### config.mk
export PLATFORM = sky130hd
export DESIGN_NAME = prng_share_ctrl
export DESIGN_NICKNAME = d
export VERILOG_FILES = /design/src/rtl/prng_share_ctrl.sv
export SDC_FILE = /design/constraint.sdc
export NUM_CORES = 1
export LEC_CHECK = 0
export BUFFER_PORTS_ARGS = -buffer_cell sky130_fd_sc_hd__buf_2
export CAP_MARGIN = 20
export CORE_ASPECT_RATIO = 0.9
export CORE_MARGIN = 2
export CORE_UTILIZATION = 35
export DETAILED_ROUTE_END_ITERATION = 7
export PLACE_DENSITY = 0.64
export SYNTH_ARGS = -nofsm -noshare
export SYNTH_HDL_FRONTEND = slang
export SYNTH_SLANG_ARGS = --single-unit
### constraint.sdc
create_clock -name clk_i -period 4.8 [get_ports clk_i]
set_clock_uncertainty 0.05 [all_clocks]
set_input_delay 0.72 -clock clk_i [delete_from_list [all_inputs] [get_ports clk_i]]
set_output_delay 0.72 -clock clk_i [all_outputs]
set_load 0.005 [all_outputs]
### src/rtl/prng_share_ctrl.sv
// Shares one 32-bit Fibonacci LFSR between NUM_REQ requesters through a
// round-robin arbiter; every grant hands out one fresh word.
module prng_share_ctrl #(
    parameter int unsigned NUM_REQ    = 4,
    parameter logic [31:0] SEED       = 32'h00BD4410,
    parameter int unsigned WARMUP_CYC = 8
) (
    input  logic               clk_i,
    input  logic               reset_i,
    input  logic               seed_valid_i,
    input  logic [31:0]        seed_i,
    input  logic [NUM_REQ-1:0] req_i,
    output logic [NUM_REQ-1:0] gnt_o,
    output logic               rnd_valid_o,
    output logic [31:0]        rnd_o,
    output logic               busy_o
);

    localparam int unsigned PW = $clog2(NUM_REQ);
    localparam logic [7:0]  WCNT_END = 8'(WARMUP_CYC);

    typedef enum logic {
        ST_WARMUP,
        ST_SERVE
    } state_e;

    state_e             state_q, state_d;
    logic [7:0]         wcnt_q, wcnt_d;
    logic [31:0]        lfsr_q, lfsr_d, lfsr_step, seed_eff, rnd_d;
    logic [PW-1:0]      rr_q, rr_d, winner, rr_after_win;
    logic [NUM_REQ-1:0] eligible, gnt_d;
    logic               found, valid_d;
    int unsigned        idx;

    assign lfsr_step = {lfsr_q[30:0],
                        lfsr_q[27] ^ lfsr_q[23] ^ lfsr_q[19] ^ lfsr_q[18] ^ lfsr_q[15] ^
                        lfsr_q[11] ^ lfsr_q[7]  ^ lfsr_q[4]  ^ lfsr_q[1]};

    // A zero seed would lock the LFSR, so it is replaced by the reset seed.
    assign seed_eff = (seed_i == '0) ? SEED : seed_i;

    assign busy_o = (state_q == ST_WARMUP);

    // Last cycle's grantee is masked so a still-held request cannot win twice.
    always_comb begin
        eligible = req_i & ~gnt_o;
        found    = 1'b0;
        winner   = '0;
        idx      = 0;
        for (int unsigned i = 0; i < NUM_REQ; i++) begin
            idx = 32'(rr_q) + i;
            if (idx >= NUM_REQ) idx = idx - NUM_REQ;
            if (!found && eligible[idx[PW-1:0]]) begin
                found  = 1'b1;
                winner = idx[PW-1:0];
            end
        end
        rr_after_win = (winner == PW'(NUM_REQ - 1)) ? '0 : winner + PW'(1);
    end

    always_comb begin
        state_d = state_q;
        wcnt_d  = wcnt_q;
        lfsr_d  = lfsr_q;
        rr_d    = rr_q;
        gnt_d   = '0;
        valid_d = 1'b0;
        rnd_d   = rnd_o;
        if (seed_valid_i) begin
            lfsr_d  = seed_eff;
            state_d = ST_WARMUP;
            wcnt_d  = '0;
        end else begin
            case (state_q)
                ST_WARMUP: begin
                    if (wcnt_q == WCNT_END) begin
                        state_d = ST_SERVE;
                    end else begin
                        lfsr_d = lfsr_step;
                        wcnt_d = wcnt_q + 8'd1;
                    end
                end
                ST_SERVE: begin
                    if (found) begin
                        gnt_d[winner] = 1'b1;
                        valid_d       = 1'b1;
                        rnd_d         = lfsr_q;
                        lfsr_d        = lfsr_step;
                        rr_d          = rr_after_win;
                    end
                end
            endcase
        end
    end

    always_ff @(posedge clk_i or posedge reset_i) begin
        if (reset_i) begin
            state_q     <= ST_WARMUP;
            wcnt_q      <= '0;
            lfsr_q      <= SEED;
            rr_q        <= '0;
            gnt_o       <= '0;
            rnd_valid_o <= 1'b0;
            rnd_o       <= '0;
        end else begin
            state_q     <= state_d;
            wcnt_q      <= wcnt_d;
            lfsr_q      <= lfsr_d;
            rr_q        <= rr_d;
            gnt_o       <= gnt_d;
            rnd_valid_o <= valid_d;
            rnd_o       <= rnd_d;
        end
    end

endmodule

==> flow_summary.yaml <==
yosys:
  async_flop_share_pct: 100
  synth_compound_area_share_pct: 9.61
  seq_area_frac_synth_pct: 52.9
  ys_ff_latch: 80
  ys_types: 45
  synth_area_per_cell_um2: 11.7
  yosys.area_share.simple_pct: 12.9
  synth-xor-area-share_pct: 3.13
  synth_edf_count: 0
  synth_top_family_by_area: "multiplexers"
  ys.warnings.count: 0
  synthFlopType: "dfrtp_1"
  syn-cell-area_um2: 3800
  synth_nets: 369
  yosys.area_share.adder_pct: 1.97
  synth_mux_area_share_pct: 16.4
  synth_cells: 324
sta:
  fin_ws_ns: 2.10
  finalSetupViolations: 0
  final.setup.tns_ns: 0
  maxSlewViolCount: 0
  timing.final.crit_share_pct: 56.3
  maxSlewHeadroom_pct: 31.5
  finalHoldViolCount: 0
  hold_slack_ns: 0.320
  worst_slew_pin_slew_ns: 1.03
  max_freq_mhz: 370
  period_minus_slack_ns: 2.70
  rsz0062_at_grt: "false"
power:
  ir_drop_mv: 0.208
  p_per_area_nw_per_um2: 362
  power.leakage_nw: 2.22
route:
  wirelength_mm: 8.88
  drt-pass1-iter-count: 4
  vias: 2779
  viasPerCell: 5.21
  post-route-drc-count: 0
  drtIter0Drc: 122
  detail-route-antenna-nets: 0
  wl_per_cell_um: 16.7
setup_path:
  required_ns: 4.97
  path_max_fanout: 35
  crit_arrival_ns: 2.87
  cp-end-kind: "flop"
  crit_path_start_kind: "input pin"
  path_class: "in2reg"
die:
  coreArea_um2: 10700
  io_pins: 77
  floorplan.rows: 36
  dieArea_um2: 11700
  die_h_um: 103
  fp.dieW_um: 114
  start_util_pct: 35.5
placement:
  hpwl_mm: 6.19
  portBuffers: 76
  globalplace.congestion: 0.759
  place_ws_ns: 1.72
global_route:
  grt_overflow: 0
  grt_use_total_pct: 16.1
  grt_start_max_net_pins: 58
  grt_pass1_vias: 2910
  antenna_found_initial: 0
  grt_pass1_wl_mm: 14.8
clocking:
  post_cts_resized: 0
  cts_made_buffers: 9
  htreeDepth: 3
  cts.sinks: 80
  clock_latency_ns: 0.33
  path_clk_slew_ns: 0.06
  cts_tree: "yes"
  hold_buffers: 0
  cts_root_buffer: "clkbuf_16"
  cts_setup_buffers: 0
  clockBufferDepth: 2
cells_and_area:
  nets: 441
  drive_gt1_share_pct: 28.7
  utilization_pct: 42.7
  n_antenna_cell: 0
  syn_to_final_growth_pct: 20.4
run_status:
  status: "completed"
job:
  drv_cap: 0
worst_hold_path:
  hold_class: "in2async"
metrics by stage:
| step | area [µm²] | instances | total power, mW |
|---|---|---|---|
| after floorplan | 3800 | 324 | 0.926 |
| after global placement | 4300 | 518 | 1.01 |
| after detailed placement | 4300 | 518 | 1.02 |
| after CTS | 4580 | 533 | 1.68 |
| after global routing | 4580 | 533 | 1.74 |
| final | 4580 | 533 | 1.66 |
critical path: stages:
cell and delay (ns):
buf_2 0.08, nor2b_1 0.38, o41ai_4 0.14, buf_4 0.27, nor2_4 0.81, mux2_2 0.42
per-layer routing:
metal	share of wire [%]	routed length [µm]	up-vias	track usage [%]
li1	-	-	1327	-
met4	1.2	109	0	4.50
met1	46	4070	1347	21.6
met5	0	0	-	0
met2	46	4100	98	25.9
met3	6.7	598	7	4.64
state kept, by name (all words and copies together) (netlist names):
register     flops
gnt_o            4
lfsr_q          32
rnd_o           32
rnd_valid_o      1
rr_q             2
state_q          1
wcnt_q           8
power by group:
group	leakage [nW]	switching, mW	internal [mW]
combinational	1.06	0.0981	0.104
clock	0.135	0.254	0.398
sequential	1.02	0.0552	0.749
layout make-up:
| type | instances | area (µm²) |
|---|---|---|
| Clock buffer | 11 | 233 |
| Clock inverter | 4 | 47.5 |
| Fill cell | 1029 | 6140 |
| Inverter | 6 | 23.8 |
| Multi-Input combinational cell | 218 | 1680 |
| Sequential cell | 80 | 2010 |
| Tap cell | 133 | 166 |
| Timing Repair Buffer | 81 | 418 |
path summary, 6_finish.rpt:
| check | depth (start not counted) | slack [ns] | to | start |
|---|---|---|---|---|
| worst max-delay path | 6 | 2.10 | rr_q[1]$_DFFE_PP0P_ | req_i[0] |
| worst min-delay path | 2 | 0.32 | gnt_o[0]$_DFF_PP0_ | reset_i |
| worst max register to register | 5 | 2.19 | rr_q[1]$_DFFE_PP0P_ | gnt_o[0]$_DFF_PP0_ |
| worst min register to register | 1 | 0.43 | rnd_o[4]$_DFFE_PP0P_ | rnd_o[4]$_DFFE_PP0P_ |
| max in group asynchronous | 3 | 3.33 | lfsr_q[15]$_DFFE_PP0P_ | reset_i |
| min in group clk_i | 1 | 0.43 | rnd_o[4]$_DFFE_PP0P_ | rnd_o[4]$_DFFE_PP0P_ |
cell usage in the layout, fill, tap and decap left out, types with 6 or more instances in the layout:
cell / netlist / final
a211oi_1: 9 / 9
nor2_1: 18 / 18
buf_2: 2 / 76
mux2_1: 29 / 29
o31ai_1: 9 / 9
clkbuf_16: 0 / 9
o21ai_0: 24 / 24
mux2i_1: 24 / 24
nor4_1: 9 / 9
ha_1: 6 / 6
dfrtp_1: 71 / 71
dfstp_2: 9 / 9
xor2_1: 6 / 6
nand3_1: 33 / 33
cells in the mapped netlist (3+ instances only):
library cell   n  area, µm²
clkbuf_1      12       45.0
dfrtp_1       71       1780
and3_1         5       31.3
mux2_2         5       56.3
mux2_1        29        327
xnor2_1        5       43.8
dfstp_2        9        236
mux2i_1       24        240
nor2_1        18       67.6
a211oi_1       9       67.6
o31ai_1        9       67.6
nand3_1       33        165
nand2b_1       3       18.8
o21ai_0       24        120
nor4_1         9       56.3
xor2_1         6       52.6
inv_1          6       22.5
a21oi_1        5       25.0
nor2b_1        3       18.8
ha_1           6       75.1
logic make-up after synthesis:
kind of cell               count (synthesis)
buffers and inverters                     26
DFF                                       80
xor gates and xnor gates                  12
and+or+nand+nor                           88
muxes                                     58
AOI/OAI and AO/OA                         54
adders and majority gates                  6
No activity file was read; power rests on OpenSTA's default activity.
